## config.mk

```make
export PLATFORM = sky130hd
export DESIGN_NAME = servo_pwm_gen
export DESIGN_NICKNAME = d
export VERILOG_FILES = /design/src/rtl/servo_pwm_gen.sv
export SDC_FILE = /design/constraint.sdc
export NUM_CORES = 1
export LEC_CHECK = 0
export CAP_MARGIN = 20
export CORE_UTILIZATION = 35
export CTS_CLUSTER_SIZE = 40
export DETAILED_ROUTE_END_ITERATION = 8
export GPL_ROUTABILITY_DRIVEN = 0
export HOLD_SLACK_MARGIN = 0.03
export PLACE_DENSITY_LB_ADDON = 0.1
export SYNTH_ARGS = -nofsm -noshare
export SYNTH_HDL_FRONTEND = slang
export SYNTH_SLANG_ARGS = --single-unit
```

## constraint.sdc

```tcl
create_clock -name Clk -period 8.5 [get_ports Clk]
set_clock_uncertainty 0.15 [all_clocks]
set_input_delay 1.7 -clock Clk [delete_from_list [all_inputs] [get_ports Clk]]
set_output_delay 1.7 -clock Clk [all_outputs]
set_load 0.05 [all_outputs]
```

## src/rtl/servo_pwm_gen.sv

```systemverilog
// Servo PWM generator: turns a duty code into a MIN + code*STEP clock pulse once per fixed frame.
// Latency: one clock from frame counter to PwmOut/PeriodStart; a new code takes effect at the next frame boundary.
// Backpressure: none; DutyValid strobes are always accepted and the last strobe before a boundary wins.
module servo_pwm_gen #(
    parameter int unsigned DUTY_W        = 12,
    parameter int unsigned PERIOD_CYCLES = 1000000,
    parameter int unsigned MIN_CYCLES    = 50000,
    parameter int unsigned STEP_CYCLES   = 12,
    parameter int unsigned MAX_CODE      = 4095,
    parameter int unsigned RESET_CODE    = 2048
) (
    input  logic              Clk,
    input  logic              Rest,
    input  logic              En,
    input  logic [DUTY_W-1:0] DutyIn,
    input  logic              DutyValid,
    output logic              PwmOut,
    output logic              PeriodStart,
    output logic [DUTY_W-1:0] DutyApplied,
    output logic              Clamped
);

    // Counter covers 0..PERIOD_CYCLES-1; the width register must also hold PERIOD_CYCLES itself.
    localparam int unsigned CNT_W = $clog2(PERIOD_CYCLES);
    localparam int unsigned WID_W = $clog2(PERIOD_CYCLES + 1);

    localparam logic [CNT_W-1:0]  CNT_LAST   = CNT_W'(PERIOD_CYCLES - 1);
    localparam logic [DUTY_W-1:0] CODE_MAX   = DUTY_W'(MAX_CODE);
    localparam logic [DUTY_W-1:0] CODE_RESET = DUTY_W'(RESET_CODE);
    localparam logic [WID_W-1:0]  WIDTH_RESET =
        WID_W'(MIN_CYCLES + RESET_CODE * STEP_CYCLES);

    // The widest pulse must leave at least one low clock in every frame.
    if (MIN_CYCLES + MAX_CODE * STEP_CYCLES >= PERIOD_CYCLES) begin : g_bad_timing
        $error("servo_pwm_gen: MIN_CYCLES + MAX_CODE*STEP_CYCLES must be below PERIOD_CYCLES");
    end

    // The post-reset code must itself be a legal, unclamped code.
    if (RESET_CODE > MAX_CODE) begin : g_bad_reset_code
        $error("servo_pwm_gen: RESET_CODE must not exceed MAX_CODE");
    end

    typedef enum logic {
        S_IDLE = 1'b0,
        S_RUN  = 1'b1
    } state_t;

    state_t            state;
    state_t            state_nxt;

    logic [CNT_W-1:0]  cnt;
    logic [DUTY_W-1:0] pend_code;
    logic              pend_clamp;
    logic [WID_W-1:0]  width_reg;

    // Incoming code after clamping
    logic              in_clamp;
    logic [DUTY_W-1:0] in_code;

    // FSM outputs
    logic              run_en;
    logic              frame_start;

    // Code/width selected for a frame that starts this clock
    logic [DUTY_W-1:0] code_sel;
    logic              clamp_sel;
    logic [WID_W-1:0]  width_new;
    logic [WID_W-1:0]  width_eff;
    logic              pwm_nxt;

    // Clamp the incoming duty code to the servo's legal range.
    always_comb begin
        in_clamp = (32'(DutyIn) > MAX_CODE);
        in_code  = in_clamp ? CODE_MAX : DutyIn;
    end

    // FSM state register: IDLE while disabled, RUN while frames are being generated.
    always_ff @(posedge Clk) begin
        if (Rest) begin
            state <= S_IDLE;
        end else begin
            state <= state_nxt;
        end
    end

    // FSM next-state: enable alone moves between IDLE and RUN.
    always_comb begin
        state_nxt = state;
        case (state)
            S_IDLE:  if (En)  state_nxt = S_RUN;
            S_RUN:   if (!En) state_nxt = S_IDLE;
            default: state_nxt = S_IDLE;
        endcase
    end

    // FSM outputs: a frame starts on the first enabled clock out of IDLE or when the counter wraps in RUN.
    always_comb begin
        run_en      = 1'b0;
        frame_start = 1'b0;
        case (state)
            S_IDLE: begin
                run_en      = En;
                frame_start = En;
            end
            S_RUN: begin
                run_en      = En;
                frame_start = En && (cnt == '0);
            end
            default: begin
                run_en      = 1'b0;
                frame_start = 1'b0;
            end
        endcase
    end

    // At a boundary a coincident strobe bypasses the pending register so it governs this very frame.
    always_comb begin
        code_sel  = DutyValid ? in_code  : pend_code;
        clamp_sel = DutyValid ? in_clamp : pend_clamp;
        width_new = WID_W'(MIN_CYCLES + 32'(code_sel) * STEP_CYCLES);
        width_eff = frame_start ? width_new : width_reg;
        pwm_nxt   = run_en && (WID_W'(cnt) < width_eff);
    end

    // Frame counter: free-runs 0..PERIOD_CYCLES-1 while enabled, parked at 0 otherwise.
    always_ff @(posedge Clk) begin
        if (Rest) begin
            cnt <= '0;
        end else if (!run_en) begin
            cnt <= '0;
        end else if (cnt == CNT_LAST) begin
            cnt <= '0;
        end else begin
            cnt <= cnt + CNT_W'(1);
        end
    end

    // Pending register: every strobe is captured regardless of enable; the latest one wins.
    always_ff @(posedge Clk) begin
        if (Rest) begin
            pend_code  <= CODE_RESET;
            pend_clamp <= 1'b0;
        end else if (DutyValid) begin
            pend_code  <= in_code;
            pend_clamp <= in_clamp;
        end
    end

    // Frame latch: applied code, clamp flag and pulse width change only at a frame boundary.
    always_ff @(posedge Clk) begin
        if (Rest) begin
            DutyApplied <= CODE_RESET;
            Clamped     <= 1'b0;
            width_reg   <= WIDTH_RESET;
        end else if (frame_start) begin
            DutyApplied <= code_sel;
            Clamped     <= clamp_sel;
            width_reg   <= width_new;
        end
    end

    // Registered outputs: pulse high while counter is below the width, frame marker on the boundary clock.
    always_ff @(posedge Clk) begin
        if (Rest) begin
            PwmOut      <= 1'b0;
            PeriodStart <= 1'b0;
        end else begin
            PwmOut      <= pwm_nxt;
            PeriodStart <= frame_start;
        end
    end

endmodule

```

# Word-level counts from Yosys, hierarchy flattened

Index checks and enable logic that the tools add are counted.

Order comparisons: 1
Eq/ne operators: 1
Reductions and logical operators: 4
Multiply operators: 1
Add/sub/neg operators: 2
Multiplexer cells: 5
Bitwise operators: 2

Operators by type and width:

| kind                   | count |
|---|---|
| $add 20x1->20 const B  | 1 |
| $eq 20x20->1 const B   | 1 |
| $logic_not 20->1       | 1 |
| $lt 20x20->1           | 1 |
| $mux 20                | 1 |
| $add 16x16->17 const A | 1 |
| $mul 12x2->14 const B  | 1 |
| $mux 12                | 1 |
| $reduce_or 3->1        | 1 |
| $logic_and 1x1->1      | 2 |
| $mux 1                 | 2 |
| $not 1->1              | 2 |
| $pmux 1 s2             | 1 |

Input port bits: 16
Output and inout port bits: 15
Register bits: 69

# Longest topological paths before layout

Depth after elaboration: 6
Depth in mapped cells: 22

# Worst setup path before layout

OpenSTA, ideal clock, no wires.

Path kind: in2reg
From: input DutyValid
To: register PwmOut
Data required time: 8.276 ns
Cell stages on the path: 20
Arrival time: 6.335 ns
Path slack: 1.941 ns
Setup time: 0.074 ns
Cells stage by stage: clkbuf_1 > buf_1 > mux2i_1 > inv_1 > ha_1 > fa_1 > xor2_1 > ha_1 > or4b_1 > a311oi_2 > nor4_1 > or3_1 > and3_1 > ha_1 > a21o_1 > a21o_1 > a21oi_1 > or2_2 > o211ai_1 > a31oi_1

Word-level cells in the longest chain between the ends: 6

RTL lines:

| what                   | RTL line | text |
|---|---|---|
| start: declaration     | 16       | `input logic DutyValid,` |
| $mux 12                | n/a      |  |
| net code_sel[1]        | 65       | `logic [DUTY_W-1:0] code_sel;` |
| $mul 12x2->14          | 120      | `width_new = WID_W'(MIN_CYCLES + 32'(code_sel) * STEP_CYCLES);` |
| $add 16x16->17         | 120      |  |
| $mux 20                | n/a      |  |
| $lt 20x20->1           | 122      | `pwm_nxt = run_en && (WID_W'(cnt) < width_eff);` |
| $logic_and 1x1->1      | 122      |  |
| end signal: assignment | 168      | `PwmOut <= pwm_nxt;` |
| end: declaration       | 17       | `output logic PwmOut,` |

The timed path passes the listed nets, and every way through them passes these cells.
A chain may end at the register's enable or synchronous reset.

# Worst setup path after layout

Ends and elaborated chain as after synthesis.

==> run summary <==
Status: complete, no violations
Vias in the first global route: 3128
Htree depth: 3
Clock Sinks: 69
Hold-critical path endpoint: width_reg[18]$_SDFF_PP0_
Post-CTS Repair Setup Buffers: 0
Hold Path Class: reg2reg
Hold depth: 1
Most used DFF post-synth: dfxtp_1
Root Driver: clkbuf_16
All-Layer GR Usage: 16.89%
Max-Cap Viols: 0
Starting Density: 36.17%
Row count: 38
Count of cell types in the netlist: 58
GR Overflow Total: 0
Pleak: 0.001929 uW
DR iter-0 viols: 81
Vias/cell: 5.128
Input/output buffers: 30
Total CTS buffers: 9
Area grow syn2layout: 17.84%
Die span in x: 108.3 um
DIE AREA: 11730 um^2
Routed WL per cell: 14.22 um
DRC: 0
Fin. max-slew vios: 0
DRT antenna net count: 0
Mapped Cells: 464
Critical setup path kind: in2reg
PwrDens: 203.4 nW/um^2
Max Freq: 0.1429 GHz
Worst reg2reg startpoint: pend_code[1]$_SDFF_PP0_
Async SR Flop Fraction: 0%
Final Instance Area: 4661 um^2
Min Tclk post-route: 6.999 ns
CP Data Required Time: 8.61 ns
Drt total wl: 9000 um
Crit Path Max Fanout: 14
Post-CTS sizing: 0
Vias: 3246
Startpoint types: primary input
Hold buffers post-CTS: 0
Synthesized Nets: 515
Fin crit share: 82.34%
Initial antenna violation count: 0
Post-synth EDFFs: 0
First-pass DRT Iterations: 4
Core area: 10940 um^2
Warnings from Yosys: 0
CP arrival: 7.11 ns
Detailed placement HPWL: 6594 um
Worst hold start: width_reg[18]$_SDFF_PP0_
Maximum vdd drop: 114.8 uV
Global-route wire length before repair: 15300 um
RR Endpoint: PwmOut$_SDFF_PP0_
Clock-pin slew on the worst setup and hold paths: 0.06 ns
Slew @ Worst Pin: 0.7815 ns
Cell area after synthesis: 3955 um^2
Seq/Total Area, Yosys: 34.93%
Worst-skew pair later-pin latency: 0.33 ns
Setup TNS Final: 0 ns
Unrepaired setup endpoints after global routing: false
Ratio of cells with drive above 1 in the final layout: 5.882%
Worst R2R Path Depth: 19
Crit. End Element: register
Largest net degree at the start of global routing: 44
Fin. Hold Viols: 0
Final net count: 539
Chip height: 108.3 um
Rel. slew slack: 47.77%
I/O pin count: 31
Worst reg2reg setup slack: 3.71 ns
#FFs+latches synth: 69
N_diodes: 0
Placed inst area: 4375 um^2
CTS tree: yes
CTS Buffer Depth: 2
Endpoints failing setup: 0
Syn avg cell area: 8.524 um^2
[stage by stage]
stage,power [uW],worst slack (ns),hold slack [ns],std cells,utilization (%)
finish,947.9,1.501,0.3138,633,42.62
floorplan,534.5,1.941,0.2796,464,-
CTS,960.3,1.484,0.3160,633,42.62
global placement,589.3,1.316,0.2955,617,40.01
detailed placement,591.3,1.169,0.2944,617,40.01
global route,1002,1.102,0.3308,633,42.62
[how the worst max path moves through the flow]
stage / start / to / slack (ns) / depth (start not counted)
2_1_floorplan: DutyValid / PwmOut$_SDFF_PP0_ / 1.94 / 20
3_3_place_gp: DutyValid / PwmOut$_SDFF_PP0_ / 1.32 / 20
3_5_place_dp: DutyValid / PwmOut$_SDFF_PP0_ / 1.17 / 20
4_1_cts: DutyValid / PwmOut$_SDFF_PP0_ / 1.48 / 20
5_1_grt: DutyValid / PwmOut$_SDFF_PP0_ / 1.10 / 20
6_report: DutyValid / PwmOut$_SDFF_PP0_ / 1.50 / 20
[cell type report]
class	count	area, um^2
sequential	69	1381
multi-input combinational	356	2425
timing repair buffer	33	322.8
clock inverter	4	48.80
tap	140	175.2
fill	1125	6275
inverter	19	71.32
clock buffer	12	236.5
[critical path, cell delays in order]
cell and delay, ns:
clkdlybuf4s50_1 0.98, mux2i_1 0.38, inv_1 0.15, ha_1 0.25, fa_1 0.46, a211oi_2 0.40
nor3b_1 0.14, a211oi_1 0.43, nor3_2 0.12, or4_4 0.55, and3_4 0.19, o31a_1 0.24
ha_1 0.29, nand4_1 0.09, nor2_1 0.04, nand2_1 0.10, nor3_1 0.05, nor4b_1 0.26
o211ai_1 0.14, a31oi_1 0.15
[cells in the final DEF (no fill, tap or decap), types with 11 or more instances in the layout]
cell type,count
nor2_1,78
dfxtp_1,69
ha_1,34
clkdlybuf4s50_1,30
nand2_1,26
a21oi_1,20
inv_1,19
mux2i_1,17
nand3_1,15
xor2_1,14
xnor2_1,14
a211oi_1,12
o21ai_0,11
[cell families (layout without fill, tap and decap cells)]
logic type               Yosys count  after routing  share of synthesized area, %
multiplexers                      17             17                         4.302
AO/OA/AOI/OAI                     87             87                         15.53
adder cells (fa/ha/maj)           35             35                         11.26
buffers and inverters             39             68                         3.954
flip-flops                        69             69                         34.93
XOR/XNOR                          28             28                         6.201
AND/OR/NAND/NOR                  189            189                         23.82
[cell usage after synthesis (2+ instances only)]
library cell  number  area share [%]
o21bai_1           2            0.38
dfxtp_1           69              35
o211ai_1           5            0.95
a21oi_1           20             2.5
o21ai_1            2            0.25
and3b_1            3            0.66
a21o_1             8             1.5
a211oi_1          12             2.3
nand3b_1           2            0.38
clkbuf_1          16             1.5
nand3_1           15             1.9
o21ai_0           11             1.4
nor3b_1            3            0.57
a211o_1            3            0.66
a31oi_1            4            0.63
o21a_1             5            0.95
nand4_1            6            0.95
and3_1             2            0.32
or4b_1             2            0.51
nor3_1             9             1.1
nand2b_1          10             1.6
inv_1             19             1.8
or3_1              3            0.47
xnor2_1           14             3.1
buf_2              2            0.25
nand2_1           26             2.5
a211oi_2           2            0.63
or2_2              3            0.47
a2111oi_0          3            0.66
xor2_1            14             3.1
and2_1             7             1.1
ha_1              34              11
mux2i_1           17             4.3
nor2b_1            5            0.79
nor4_1             6            0.95
nor2_1            78             7.4
[report_power, final]
part           internal (uW)  switching (uW)  leakage [uW]  total (uW)
Clock                    227             137      0.000141         364
Combinational           93.7             142       0.00122         235
Sequential               343            6.02      0.000566         349
Total                    663             284       0.00193         948
[per-layer routing]
layer / share of wire (%) / vias up / GRT usage (%) / wire (um)
met4: 1.3 / 0 / 4.923 / 115
met2: 48 / 34 / 28.75 / 4311
met3: 2.8 / 10 / 3.677 / 252
met5: 0 / - / 0 / 0
met1: 48 / 1516 / 21.33 / 4320
li1: - / 1686 / - / -
No activity file was read; power rests on OpenSTA's default activity.
